===== config.mk =====
export PLATFORM = sky130hd
export DESIGN_NAME = retire_trace_fifo
export DESIGN_NICKNAME = d
export VERILOG_FILES = /design/src/rtl/retire_trace_fifo.sv
export SDC_FILE = /design/constraint.sdc
export NUM_CORES = 2
export LEC_CHECK = 0
export CAP_MARGIN = 0
export CORE_MARGIN = 5
export CORE_UTILIZATION = 40
export CTS_BUF_LIST = sky130_fd_sc_hd__clkbuf_8
export CTS_CLUSTER_SIZE = 10
export DETAILED_ROUTE_END_ITERATION = 6
export HOLD_SLACK_MARGIN = 0.12
export PLACE_DENSITY = 0.55
export SYNTH_ARGS = -nofsm -noshare
export SYNTH_HDL_FRONTEND = slang
export SYNTH_SLANG_ARGS = --single-unit
export TNS_END_PERCENT = 100

===== constraint.sdc =====
create_clock -name clk_i -period 41 [get_ports clk_i]
set_input_delay 8.2 -clock clk_i [delete_from_list [all_inputs] [get_ports clk_i]]
set_output_delay 8.2 -clock clk_i [all_outputs]
set_load 0.05 [all_outputs]

===== src/rtl/retire_trace_fifo.sv =====
// Retire-record trace buffer: circular FIFO between the core's retire port and a stallable consumer.
// Optional feature RETIRE_TRACE_SEQ_EN adds a 32-bit retire sequence number to every stored record.
module retire_trace_fifo #(
  parameter int XLEN  = 32,
  parameter int DEPTH = 16
) (
  input  logic                       clk_i,
  input  logic                       rstn_i,
  input  logic                       update_i,
  input  logic [XLEN-1:0]            pc_i,
  input  logic [XLEN-1:0]            instr_i,
  input  logic [4:0]                 reg_addr_i,
  input  logic [XLEN-1:0]            reg_data_i,
  input  logic [XLEN-1:0]            mem_addr_i,
  input  logic [XLEN-1:0]            mem_data_i,
  input  logic                       flush_i,
  output logic                       out_valid_o,
  input  logic                       out_ready_i,
  output logic [XLEN-1:0]            out_pc_o,
  output logic [XLEN-1:0]            out_instr_o,
  output logic [XLEN-1:0]            out_reg_data_o,
  output logic [XLEN-1:0]            out_mem_addr_o,
  output logic [XLEN-1:0]            out_mem_data_o,
  output logic [4:0]                 out_reg_addr_o,
  output logic [31:0]                out_seq_o,
  output logic [$clog2(DEPTH):0]     count_o,
  output logic [15:0]                drop_cnt_o,
  output logic                       overflow_o
);

  localparam int AW = $clog2(DEPTH);
  localparam int PW = AW + 1;
  localparam int RW = 5 * XLEN + 5;

  logic [PW-1:0] wptr_q, wptr_d;
  logic [PW-1:0] rptr_q, rptr_d;
  logic [PW-1:0] count_q, count_d;
  logic          valid_q, valid_d;
  logic [15:0]   drop_q, drop_d;
  logic          ovf_q, ovf_d;
  logic [RW-1:0] head_q, head_d;
  logic [RW-1:0] in_rec;
  logic [RW-1:0] mem_q [DEPTH];
  logic          full, pop, push, drop, head_from_in;

  assign in_rec = {pc_i, instr_i, reg_addr_i, reg_data_i, mem_addr_i, mem_data_i};

  // The head register is loaded from whichever entry sits at the next read pointer;
  // when that entry is the one being written this cycle it comes straight from the inputs.
  always_comb begin
    full   = (count_q == PW'(DEPTH));
    pop    = valid_q & out_ready_i & ~flush_i;
    push   = update_i & ~flush_i & (~full | pop);
    drop   = update_i & ~flush_i & full & ~pop;
    wptr_d = wptr_q + PW'(push);
    rptr_d = rptr_q + PW'(pop);
    drop_d = drop_q;
    if (drop && (drop_q != 16'hFFFF)) begin
      drop_d = drop_q + 16'd1;
    end
    ovf_d = ovf_q | drop;
    if (flush_i) begin
      wptr_d = rptr_q;
      rptr_d = rptr_q;
      drop_d = '0;
      ovf_d  = 1'b0;
    end
    count_d      = wptr_d - rptr_d;
    valid_d      = (count_d != '0);
    head_from_in = push & (rptr_d == wptr_q);
    head_d       = head_q;
    if (head_from_in) begin
      head_d = in_rec;
    end else if (valid_d) begin
      head_d = mem_q[rptr_d[AW-1:0]];
    end
  end

  always_ff @(posedge clk_i or negedge rstn_i) begin
    if (!rstn_i) begin
      wptr_q  <= '0;
      rptr_q  <= '0;
      count_q <= '0;
      valid_q <= 1'b0;
      drop_q  <= '0;
      ovf_q   <= 1'b0;
      head_q  <= '0;
    end else begin
      wptr_q  <= wptr_d;
      rptr_q  <= rptr_d;
      count_q <= count_d;
      valid_q <= valid_d;
      drop_q  <= drop_d;
      ovf_q   <= ovf_d;
      head_q  <= head_d;
    end
  end

  // Storage array needs no reset: only entries between the pointers are ever observed.
  always_ff @(posedge clk_i) begin
    if (push) begin
      mem_q[wptr_q[AW-1:0]] <= in_rec;
    end
  end

`ifdef RETIRE_TRACE_SEQ_EN
  logic [31:0] seq_q, seq_d;
  logic [31:0] head_seq_q, head_seq_d;
  logic [31:0] seq_mem_q [DEPTH];

  // Counts every retire strobe, dropped or not, so gaps in the stream reveal losses.
  always_comb begin
    seq_d      = seq_q + 32'(update_i);
    head_seq_d = head_seq_q;
    if (head_from_in) begin
      head_seq_d = seq_q;
    end else if (valid_d) begin
      head_seq_d = seq_mem_q[rptr_d[AW-1:0]];
    end
  end

  always_ff @(posedge clk_i or negedge rstn_i) begin
    if (!rstn_i) begin
      seq_q      <= '0;
      head_seq_q <= '0;
    end else begin
      seq_q      <= seq_d;
      head_seq_q <= head_seq_d;
    end
  end

  always_ff @(posedge clk_i) begin
    if (push) begin
      seq_mem_q[wptr_q[AW-1:0]] <= seq_q;
    end
  end

  assign out_seq_o = head_seq_q;
`else
  assign out_seq_o = '0;
`endif

  assign {out_pc_o, out_instr_o, out_reg_addr_o, out_reg_data_o, out_mem_addr_o, out_mem_data_o} = head_q;
  assign out_valid_o = valid_q;
  assign count_o     = count_q;
  assign drop_cnt_o  = drop_q;
  assign overflow_o  = ovf_q;

endmodule


==> flow_metrics.py <==
metrics = {
    "run_status": {
        "status": "complete, no violations",
    },
    "job": {
        "maxCapViolations": 0,
    },
    "finish": {
        "fillerInstances": 26900,
        "nets": 10000,
        "final_common_cell": "edfxtp_1",
        "most-common-layout-cells": "edfxtp_1, nor2_1, o22ai_1, o21ai_0, clkbuf_8",
        "synthToLayoutAreaGrowth_pct": 13.3,
        "layout-drive-gt1-share": 0.0836,
        "multiInputGateArea_mm2": 0.0341,
        "ff_latch_area_mm2": 0.0842,
    },
    "placement": {
        "hpwl_um": 195000,
        "gp_congestion": 0.758,
        "dp_slack_ps": 24290,
        "io_buffers": 357,
    },
    "detailed_routing": {
        "drt_first_pass_iters": 6,
        "postRouteAntennaNets": 0,
        "vias": 89700,
        "wl_um": 428000,
        "wl_per_cell_um": 30.1,
        "drtIter0Drc": 10400,
        "post-route-drc-count": 0,
        "via_per_inst": 6.30,
    },
    "worst_hold_path": {
        "hp-class": "reg -> reg",
        "hold_depth": 2,
    },
    "global_route": {
        "grt_max_degree": 202,
        "gr-total-overflow": 0,
        "grt_usage": 0.261,
        "grt_pass1_wl_um": 615000,
        "antenna_found_initial": 70,
        "grt_pass1_vias": 88000,
    },
    "yosys": {
        "syn_area_mm2": 0.121,
        "async_reset_ff_frac": 0.0698,
        "synth_area_per_cell_um2": 12.6,
        "syn_inst": 9674,
        "yosysUniqueCellTypes": 70,
        "synthFlopType": "edfxtp_1",
        "synth.ff_latch_count": 2838,
        "ys_seq_area_frac": 0.693,
        "synth-edff-count": 2640,
        "ys_warn_count": 0,
    },
    "sta": {
        "skew_ps": 88.8,
        "tightestPinTransition_ps": 1450,
        "max-slew-margin-rel": 0.0313,
        "period_share": 0.385,
        "finalSetupViolCount": 0,
        "tns_ps": 0,
        "drv_slew": 0,
        "rsz0062_at_grt": "false",
        "min_period_ps": 15800,
        "fmax_mhz": 63.3,
        "hold_violations": 0,
        "fin_ws_ps": 25200,
    },
    "setup_path": {
        "endpoint_kind": "flop",
        "cp_common_cell": "buf_4",
        "worst_ep_required_time_ps": 41910,
        "rr_worst_depth": 18,
        "start_kind": "primary input",
        "cpPeakStageDelay_ps": 910,
        "path_depth": 22,
        "path_cells": "buf_2 -> buf_4 -> nand3b_1 -> inv_1 -> ha_4 -> ha_1 -> nor2b_1 -> xnor2_2 -> buf_12 -> inv_8 -> ha_1 -> a21o_1 -> a21oi_1 -> xor2_1 -> xor2_4 -> inv_2 -> buf_4 -> o31a_2 -> buf_4 -> buf_4 -> buf_4 -> a211oi_2",
        "path_buf_inv": 10,
        "critPathSlowestCell": "buf_4",
        "critPathTopFamily": "buffers and inverters",
        "crit_arrival_ps": 16700,
        "setup.worst_path.class": "in -> reg",
        "crit_fanout": 101,
    },
    "clocking": {
        "clockBufferDepth": 4,
        "cts.sinks": 2838,
        "worstSkewPairLatency_ps": 1140,
        "hold_buffers": 0,
        "path_clk_slew_ps": 60,
        "cts_setup_buffers": 0,
        "cts_tree": "yes",
        "htreeDepth": 5,
        "cts_resized": 0,
        "numCtsBuffers": 470,
        "root_buffer": "clkbuf_8",
    },
    "power_and_ir_drop": {
        "vdd_drop_max_mv": 0.274,
        "power.leakage_uw": 0.0450,
        "p_per_area_mw_per_mm2": 79.5,
    },
    "die": {
        "io_pins": 390,
        "num_rows": 202,
        "coreArea_mm2": 0.303,
        "die_area_mm2": 0.315,
        "initial_core_util": 0.401,
        "die_y_um": 561,
        "die_x_um": 561,
    },
}
[worst paths after layout]
path / slack, ps / start / end
max in group asynchronous: 31510 / rstn_i / head_q[21]
max reg2reg: 32440 / rptr_q[0] / head_q[52]
min in group asynchronous: 7130 / rstn_i / head_q[107]
min: 530 / overflow_o / overflow_o
min reg2reg: 530 / overflow_o / overflow_o
max: 25200 / flush_i / head_q[52]
[worst min-delay path, cell delays in order, from the launching register on]
cell and delay, ps:
dfrtp_1 340, a41oi_1 50, nor2_1 100
[flip-flops by register name, indices dropped and copies added (netlist names)]
signal and cells:
mem_q 2640, head_q 165, drop_cnt_o 16, count_o 5, rptr_q 5, wptr_q 5, out_valid_o 1, overflow_o 1
[synth_stat cells, drive strengths merged, types with 81 or more instances]
| cell | number | share of area |
|---|---|---|
| a211oi | 252 | 0.018 |
| a21oi | 168 | 0.0069 |
| a22oi | 331 | 0.020 |
| a31oi | 128 | 0.0066 |
| a32oi | 124 | 0.0089 |
| and2 | 129 | 0.0066 |
| and3 | 125 | 0.0064 |
| and4 | 128 | 0.0092 |
| buf | 164 | 0.0071 |
| clkbuf | 704 | 0.022 |
| dfrtp | 198 | 0.041 |
| edfxtp | 2640 | 0.65 |
| nand2 | 139 | 0.0043 |
| nand3 | 382 | 0.016 |
| nor2 | 1717 | 0.053 |
| nor2b | 81 | 0.0042 |
| nor3 | 171 | 0.0070 |
| o21ai | 585 | 0.024 |
| o22ai | 1071 | 0.055 |
| o2bb2ai | 125 | 0.0090 |
[per-stage QoR]
stage	instance area (um^2)	util	instances	total power [uW]	hold slack, ps
after floorplan	122000	-	9705	6650	539
after global placement	129000	0.425	13300	8430	487
after detailed placement	129000	0.425	13300	8490	496
after CTS	138000	0.455	14200	10900	512
after global routing	138000	0.455	14200	11400	578
final	138000	0.455	14200	10900	532
[kinds of logic (layout without fill, tap and decap cells)]
logic type,after synthesis,after routing,synth area share
compound gates,2961,2961,0.162
xor+xnor,32,32,0.00267
fa+ha+maj,10,10,0.00109
buf+inv,888,1417,0.0294
flops,2838,2838,0.693
mux,5,5,0.000453
other cells,1,64,0.0000309
simple gates,2939,2939,0.110
[power breakdown]
group	internal [uW]	switching, uW	leakage, uW
clock	1230	1190	0.00533
combinational	1380	3560	0.0136
sequential	3400	190	0.0261
[cell type report]
cell class | instances | area share
antenna | 32 | 0.000582
clock buffer | 516 | 0.0516
multi-input combinational | 5979 | 0.248
inverter | 20 | 0.000764
timing repair buffer | 511 | 0.0370
clock inverter | 370 | 0.0142
tap | 3978 | 0.0362
sequential | 2838 | 0.612
[layer usage]
layer / global-route usage / wire (um)
met1: 0.362 / 177000
met2: 0.411 / 196000
met3: 0.0529 / 41800
met4: 0.0890 / 13900
met5: 0 / 251
Power figures use the tool's default switching activity.
